$ cat src/rtl/wb_pkg.sv
// Shared definitions for the writeback scheduler: parameter defaults,
// the writeback request bundle and the arbiter priority encoding.
package wb_pkg;

  localparam int WIDTH_DEF        = 24;
  localparam int VECTOR_WIDTH_DEF = 8;
  localparam int ADDRESSWIDTH_DEF = 4;
  localparam int INDEX_WIDTH      = 3;

  typedef struct packed {
    logic [ADDRESSWIDTH_DEF-1:0]            addr;
    logic [WIDTH_DEF-1:0]                   data;
    logic [VECTOR_WIDTH_DEF*WIDTH_DEF-1:0]  data_v;
    logic                                   isvector;
    logic                                   vect_esc;
    logic [INDEX_WIDTH-1:0]                 index;
  } wb_req_t;

  typedef enum logic {
    PRI_ALU = 1'b0,
    PRI_MEM = 1'b1
  } pri_t;

endpackage

$ cat src/rtl/reg_scoreboard.sv
// One pending bit per architectural register: set on issue, cleared on
// writeback, with a set winning over a same-cycle clear of the same register.
module reg_scoreboard
  import wb_pkg::*;
#(
  parameter int ADDRESSWIDTH = ADDRESSWIDTH_DEF
) (
  input  logic                    clock,
  input  logic                    reset,
  input  logic                    set_en,
  input  logic [ADDRESSWIDTH-1:0] set_addr,
  input  logic                    clr_en,
  input  logic [ADDRESSWIDTH-1:0] clr_addr,
  input  logic [ADDRESSWIDTH-1:0] rd_addr_a,
  input  logic [ADDRESSWIDTH-1:0] rd_addr_b,
  input  logic [ADDRESSWIDTH-1:0] rd_addr_c,
  output logic                    rd_pend_a,
  output logic                    rd_pend_b,
  output logic                    rd_pend_c,
  output logic                    any_pending
);

  localparam int DEPTH = 2 ** ADDRESSWIDTH;

  logic [DEPTH-1:0] pending;
  logic [DEPTH-1:0] pending_next;

  // Clear applied first so a simultaneous set on the same register survives.
  always_comb begin
    pending_next = pending;
    if (clr_en) pending_next[clr_addr] = 1'b0;
    if (set_en) pending_next[set_addr] = 1'b1;
  end

  always_ff @(posedge clock or negedge reset) begin
    if (!reset) pending <= '0;
    else        pending <= pending_next;
  end

  assign rd_pend_a   = pending[rd_addr_a];
  assign rd_pend_b   = pending[rd_addr_b];
  assign rd_pend_c   = pending[rd_addr_c];
  assign any_pending = |pending;

endmodule

$ cat src/rtl/writeback_scheduler.sv
// Round-robin arbitration of ALU and memory writebacks onto a single
// registered register-file write port, plus scoreboard-based issue stalling.
module writeback_scheduler
  import wb_pkg::*;
#(
  parameter int WIDTH        = WIDTH_DEF,
  parameter int VECTOR_WIDTH = VECTOR_WIDTH_DEF,
  parameter int ADDRESSWIDTH = ADDRESSWIDTH_DEF
) (
  input  logic                          clock,
  input  logic                          reset,
  input  logic                          alu_valid,
  output logic                          alu_ready,
  input  logic [ADDRESSWIDTH-1:0]       alu_addr,
  input  logic [WIDTH-1:0]              alu_data,
  input  logic [VECTOR_WIDTH*WIDTH-1:0] alu_data_v,
  input  logic                          alu_isvector,
  input  logic                          alu_vect_esc,
  input  logic [2:0]                    alu_index,
  input  logic                          mem_valid,
  output logic                          mem_ready,
  input  logic [ADDRESSWIDTH-1:0]       mem_addr,
  input  logic [WIDTH-1:0]              mem_data,
  input  logic [VECTOR_WIDTH*WIDTH-1:0] mem_data_v,
  input  logic                          mem_isvector,
  input  logic                          mem_vect_esc,
  input  logic [2:0]                    mem_index,
  input  logic                          issue_valid,
  input  logic [ADDRESSWIDTH-1:0]       issue_dest,
  input  logic [ADDRESSWIDTH-1:0]       issue_src1,
  input  logic [ADDRESSWIDTH-1:0]       issue_src2,
  output logic                          stall,
  output logic                          writeEnable,
  output logic [ADDRESSWIDTH-1:0]       writeAddress,
  output logic [WIDTH-1:0]              dataToSave,
  output logic [VECTOR_WIDTH*WIDTH-1:0] dataToSave_v,
  output logic                          isvector_A,
  output logic                          vect_esc_A,
  output logic [2:0]                    index_A,
  output logic                          idle
);

  pri_t    priority_q;
  wb_req_t sel_req;
  wb_req_t out_q;
  logic    alu_fire;
  logic    mem_fire;
  logic    pend_src1;
  logic    pend_src2;
  logic    pend_dest;
  logic    any_pending;
  logic    issue_accept;

  // A lone requester always wins; on contention the pointer decides.
  assign alu_ready = alu_valid && (!mem_valid || (priority_q == PRI_ALU));
  assign mem_ready = mem_valid && (!alu_valid || (priority_q == PRI_MEM));
  assign alu_fire  = alu_valid && alu_ready;
  assign mem_fire  = mem_valid && mem_ready;

  always_comb begin
    sel_req.addr     = alu_addr;
    sel_req.data     = alu_data;
    sel_req.data_v   = alu_data_v;
    sel_req.isvector = alu_isvector;
    sel_req.vect_esc = alu_vect_esc;
    sel_req.index    = alu_index;
    if (mem_fire) begin
      sel_req.addr     = mem_addr;
      sel_req.data     = mem_data;
      sel_req.data_v   = mem_data_v;
      sel_req.isvector = mem_isvector;
      sel_req.vect_esc = mem_vect_esc;
      sel_req.index    = mem_index;
    end
  end

  // Pointer moves to the other requester after each grant, so sustained
  // contention alternates without bubbles.
  always_ff @(posedge clock or negedge reset) begin
    if (!reset) begin
      priority_q  <= PRI_ALU;
      writeEnable <= 1'b0;
      out_q       <= '0;
    end else begin
      writeEnable <= alu_fire || mem_fire;
      if (alu_fire || mem_fire) out_q <= sel_req;
      if (alu_fire)      priority_q <= PRI_MEM;
      else if (mem_fire) priority_q <= PRI_ALU;
    end
  end

  assign writeAddress = out_q.addr;
  assign dataToSave   = out_q.data;
  assign dataToSave_v = out_q.data_v;
  assign isvector_A   = out_q.isvector;
  assign vect_esc_A   = out_q.vect_esc;
  assign index_A      = out_q.index;

  reg_scoreboard #(
    .ADDRESSWIDTH (ADDRESSWIDTH)
  ) u_scoreboard (
    .clock       (clock),
    .reset       (reset),
    .set_en      (issue_accept),
    .set_addr    (issue_dest),
    .clr_en      (writeEnable),
    .clr_addr    (writeAddress),
    .rd_addr_a   (issue_src1),
    .rd_addr_b   (issue_src2),
    .rd_addr_c   (issue_dest),
    .rd_pend_a   (pend_src1),
    .rd_pend_b   (pend_src2),
    .rd_pend_c   (pend_dest),
    .any_pending (any_pending)
  );

  // Checking the destination too blocks write-after-write reordering.
  assign stall        = issue_valid && (pend_src1 || pend_src2 || pend_dest);
  assign issue_accept = issue_valid && !stall;
  assign idle         = !any_pending && !writeEnable;

endmodule

$ cat config.mk
export PLATFORM = sky130hd
export DESIGN_NAME = writeback_scheduler
export DESIGN_NICKNAME = d
export VERILOG_FILES = /design/src/rtl/wb_pkg.sv /design/src/rtl/reg_scoreboard.sv /design/src/rtl/writeback_scheduler.sv
export SDC_FILE = /design/constraint.sdc
export NUM_CORES = 1
export LEC_CHECK = 0
export CAP_MARGIN = 10
export CORE_AREA = 4 4 271 273
export CTS_CLUSTER_DIAMETER = 80
export CTS_CLUSTER_SIZE = 28
export DETAILED_ROUTE_END_ITERATION = 16
export DIE_AREA = 0 0 275 277
export GPL_TIMING_DRIVEN = 0
export PLACE_DENSITY = 0.45
export SLEW_MARGIN = 20
export SYNTH_ARGS = -nofsm -noshare
export SYNTH_HDL_FRONTEND = slang
export SYNTH_SLANG_ARGS = --single-unit
$ cat constraint.sdc
create_clock -name clock -period 2.6 [get_ports clock]
set_clock_uncertainty 0.15 [all_clocks]
set_input_delay 0.52 -clock clock [delete_from_list [all_inputs] [get_ports clock]]
set_output_delay 0.52 -clock clock [all_outputs]
set_load 0.05 [all_outputs]
**Word level (Yosys, flattened, before mapping)**

Cells that the tools add are included.

- $lt $le $gt $ge: 6
- Mux-type cells: 15
- Bitwise gates (word level): 4
- Reduce and logical (&&, ||, !) cells: 21

Operators with widths:

| cell | count |
|---|---|
| 2-to-1 mux 225 bit | 1 |
| 2-to-1 mux 16 bit | 2 |
| < comparator 4 x 5 -> 1 bit (second input constant) | 4 |
| bitwise AND 16 bit | 1 |
| inverter 16 bit | 1 |
| bitwise OR 16 bit | 1 |
| OR reduction 16 bit | 1 |
| binary-select mux 1 bit (select 4 bit) | 3 |
| logical AND 1 bit | 9 |
| demux 1 bit (select 4 bit) | 2 |
| >= comparator 4 x 1 -> 1 bit (second input constant) | 2 |
| 2-to-1 mux 1 bit | 7 |
| zero test 1 bit | 5 |
| logical OR 1 bit | 5 |
| nonzero test 2 bit | 1 |
| inverter 1 bit | 1 |

- Bits in registers: 243
- Output and inout port bits: 230

**Depth between registers and ports, before layout**

- Depth after elaboration: 9
- Mapped depth: 8
- Mapped depth without buffers: 5

**Modules after synthesis**

From an unflattened synthesis, not the netlist that was laid out.

- Cells, all modules: 1332
- Area total of the unflattened synthesis: 13646.8 um^2

By module, submodules not included:

| module | times used | cells each | area an instance (um^2) | seq. area each (um^2) |
|---|---|---|---|---|
| writeback_scheduler | 1 | 1238 | 12528.3 | 5680.4 |
| reg_scoreboard | 1 | 94 | 1118.6 | 400.4 |

**Worst setup path before layout**

No wires, ideal clock.

- Kind: register to output
- From: reg writeEnable
- To: out idle
- Arrival time: 2381 ps
- Path slack: -451 ps
- Stages on the path, launching flop included: 4
- Path buffers: 0
- Path through: dfrtp_1 nor4_1 nand4_1 nor4_1

- Cells in the longest elaborated chain, start to end: 2

RTL lines:

| element | RTL line | text |
|---|---|---|
| from (decl) | writeback_scheduler.sv:33 | `output logic writeEnable,` |
| from (signal assigned) | writeback_scheduler.sv:85 | `writeEnable <= alu_fire \|\| mem_fire;` |
| zero test 1 bit | writeback_scheduler.sv:120 | `assign idle = !any_pending && !writeEnable;` |
| logical AND 1 bit | writeback_scheduler.sv:120 |  |
| to (decl) | writeback_scheduler.sv:40 | `output logic idle` |

Every way passes these cells.

**Final worst setup path**

- From: reg u_scoreboard.pending[2]
- To: out stall

- Cells in the longest elaborated chain, start to end: 5

RTL lines:

| element | RTL line | text |
|---|---|---|
| from (decl) | reg_scoreboard.sv:25 | `logic [DEPTH-1:0] pending;` |
| from (signal assigned) | reg_scoreboard.sv:37 | `else pending <= pending_next;` |
| binary-select mux 1 bit (select 4 bit), on equally long branches | reg_scoreboard.sv:40, reg_scoreboard.sv:41 |  |
| 2-to-1 mux 1 bit, on equally long branches | reg_scoreboard.sv:40, reg_scoreboard.sv:41 |  |
| logical OR 1 bit | writeback_scheduler.sv:118 | `assign stall = issue_valid && (pend_src1 \|\| pend_src2 \|\| pend_dest);` |
| logical OR 1 bit * | writeback_scheduler.sv:118 |  |
| logical AND 1 bit * | writeback_scheduler.sv:118 |  |
| to (decl) | writeback_scheduler.sv:32 | `output logic stall,` |

Mark *: on every way between the ends. The rest lies on a longest branch, timed or not. The select of a mux whose other input is x is not followed.

==> impl_metrics.yaml <==
status:
  status: "finished, violations left"
  violations: "negative setup slack"
detailed_routing:
  drc: 0
  num_vias: 15010
  post_drt_wl_per_cell_um: 22.54
  drtIter0Drc: 888
  postRouteAntennaNets: 0
  routed_wl_mm: 74.57
  dr.pass1.iters: 5
  avgViaCountPerCell: 4.536
global_routing:
  grt_usage_pct: 18.47
  grt-ovfl-total: 0
  grt_pass1_vias: 15500
  grt_max_degree: 82
  antenna_found_initial: 24
  grt_pass1_wl_mm: 106.8
layout:
  fin_cells: 3309
  nNetsFinal: 2787
  drive_gt1_share_pct: 6.063
  area_delta_synth_final_pct: 69.38
clock_tree:
  cts_made_buffers: 28
  h-tree-depth: 1
  clkTransAtPathRegs_ns: 0.07
  clk_latency_ns: 0.58
  cts.sinks: 243
  cts_root_buf: "clkbuf_16"
  tritoncts: "yes"
  clockBufferDepth: 3
logic_synthesis:
  ys_async_sr_fraction_pct: 100.0
  syn_inst: 1580
  syn_nets: 2047
  synth.largest_area_cell: "dfrtp_1"
  synth_common_cells: "243 x dfrtp_1, 234 x nand2_1, 226 x mux2i_1, 226 x nor2_1, 223 x nand3_1"
  synth.most_common_cell: "dfrtp_1"
  ys_warn_count: 0
  synth_top_area_share_pct: 44.62
  synth_ff_type: "dfrtp_1"
  syn_avg_cell_area_um2: 8.625
  synth_edf_count: 0
  ys_seq_area_share_pct: 44.62
  synth-seq-cells: 243
  synth_cell_type_count: 35
  synth.cell_area_um2: 13630
  netlist_top_cells_area: "dfrtp_1 45%, mux2i_1 17%, nand3_1 8.2%"
critical_path:
  arrival_ns: 2.39
  startpoint_type: "flop"
  crit_fanout: 4
  crit_type: "flop to output port"
  worstPathRequired_ns: 1.93
  worstSetupEndpointType: "output port"
sta:
  worst_pin_slew_ns: 0.9612
  slew_violations: 0
  fin_crit_sh_pct: 117.8
  grt_setup_unrepaired: "true"
  tns_ns: -0.4619
  fin_crit_ns: 3.062
  setup_viol: 1
  setup_slack_ns: -0.4619
  slew_headroom_pct: 35.92
  fmax_mhz: 326.6
  fin_hold_ws_ns: 0.2601
  hold_viol: 0
die:
  dieArea_um2: 76180
  io_pins: 697
  start_util_pct: 19.16
  rows: 98
  die_w_um: 275
  die_y_um: 277
  core-area_um2: 71120
placed_design:
  pre_cts_ws_ns: -2.168
  place_congestion: 0.8618
  port_buffers: 692
  placed_cells: 3225
  place_hpwl_mm: 56.96
power_and_ir_drop:
  comb_power_share_pct: 40.5
  totalPowerFinal_mw: 15.65
  power.switching_mw: 6.331
  ir_drop_mv: 0.4663
  power.density_nw_per_um2: 678.2
  power_frac_clock_pct: 28.2
  p_leak_nw: 10.03
  intPower_mw: 9.323
  p_seq_share_pct: 31.2
  p_sw_share_pct: 40.44
job:
  maxCapViolCount: 0
worst_hold_path:
  worstHoldPathType: "input pin to async pin"
path summary, 6_finish.rpt:
check / startpoint / to / slack [ns] / depth (start not counted)
worst max-delay path: u_scoreboard.pending[2] / stall / -0.46 / 6
worst min register to register: u_scoreboard.pending[3] / u_scoreboard.pending[3] / 0.44 / 2
min in group clock: mem_valid / priority_q / 0.26 / 3
max in group asynchronous: reset / dataToSave_v[146] / 0.86 / 4
worst min-delay path: reset / dataToSave_v[60] / 0.26 / 2
worst max register to register: u_scoreboard.pending[2] / u_scoreboard.pending[7] / 0.25 / 8
per-layer routing:
| layer | global-route usage (%) | share of wire (%) | vias to the layer above |
|---|---|---|---|
| met2 | 33.11 | 51 | 575 |
| met1 | 21.21 | 38 | 7324 |
| met3 | 5.094 | 7.8 | 109 |
| met4 | 5.856 | 3.1 | 10 |
| met5 | 0 | 0.078 | - |
| li1 | - | - | 6990 |
sequential cells by signal (all words and copies together) (netlist names):
name,flops
isvector_A,1
dataToSave_v,192
u_scoreboard.pending,16
index_A,3
writeEnable,1
priority_q,1
vect_esc_A,1
dataToSave,24
writeAddress,4
critical path, cell delays in order, from the launching register on:
cell and delay, ns:
dfrtp_2 0.44, mux4_2 0.47, nor2b_4 0.14, a211o_1 0.30, and2_4 0.14, o21a_4 0.19, buf_8 0.14
power groups by stage:
| stage | Sequential [mW] | Combinational, mW | Clock (mW) |
|---|---|---|---|
| 5_1_grt | 4.96 | 6.73 | 4.71 |
| 4_1_cts | 4.87 | 6.24 | 4.59 |
| 3_5_place_dp | 4.93 | 6.18 | 0 |
| 6_report | 4.89 | 6.35 | 4.42 |
| 3_3_place_gp | 4.92 | 6.13 | 0 |
| 2_1_floorplan | 6.49 | 1.85 | 0 |
timing repair:
item / in CTS / in global routing
endpoints found under the setup margin: 213 / 6
pin swaps: 3 / 6
buffers inserted: 5 / 12
hold buffers: 1 / 0
hold endpoints to repair: 33 / 0
resized for setup: 56 / 18
stage by stage:
stage | utilization [%] | instance area [um^2]
6_report | 32.46 | 23080
3_5_place_dp | 30.74 | 21860
2_1_floorplan | - | 13660
5_1_grt | 32.45 | 23080
4_1_cts | 32.23 | 22920
3_3_place_gp | 30.62 | 21770
layout make-up:
type / count / area [um^2]
antenna: 17 / 42.54
buffer: 126 / 528.0
clock buffer: 29 / 725.7
clock inverter: 23 / 271.5
fill: 7472 / 48030
inverter: 3 / 16.27
multi-input combinational: 1205 / 7066
sequential: 243 / 6088
tap: 950 / 1189
timing repair buffer: 713 / 7157
kinds of logic (layout without fill, tap and decap cells):
kind of cell	after synthesis	after routing	synth area share, %
compound gates	263	263	10.93
mux	239	239	18.72
flops	243	243	44.62
other cells	0	17	0
simple gates	703	703	21.87
buf+inv	132	894	3.856
placed cells by master (no fill, tap or decap), types with 5 or more instances in the layout:
cell and count:
clkbuf_16 29, dfrtp_1 237, clkinv_2 5, o21ai_0 16, o41ai_1 6, mux4_2 11, nand3_1 223, clkbuf_1 86
clkdlybuf4s50_1 675, nor2_1 226, dfrtp_2 6, buf_6 5, buf_4 15, mux2i_1 226, o41ai_2 10, nand2_1 233
nand2b_1 5, dlygate4sd2_1 10, diode_2 17, buf_1 18, buf_2 14, a21oi_1 222
Note: power is estimated with default switching activity, not from simulation.
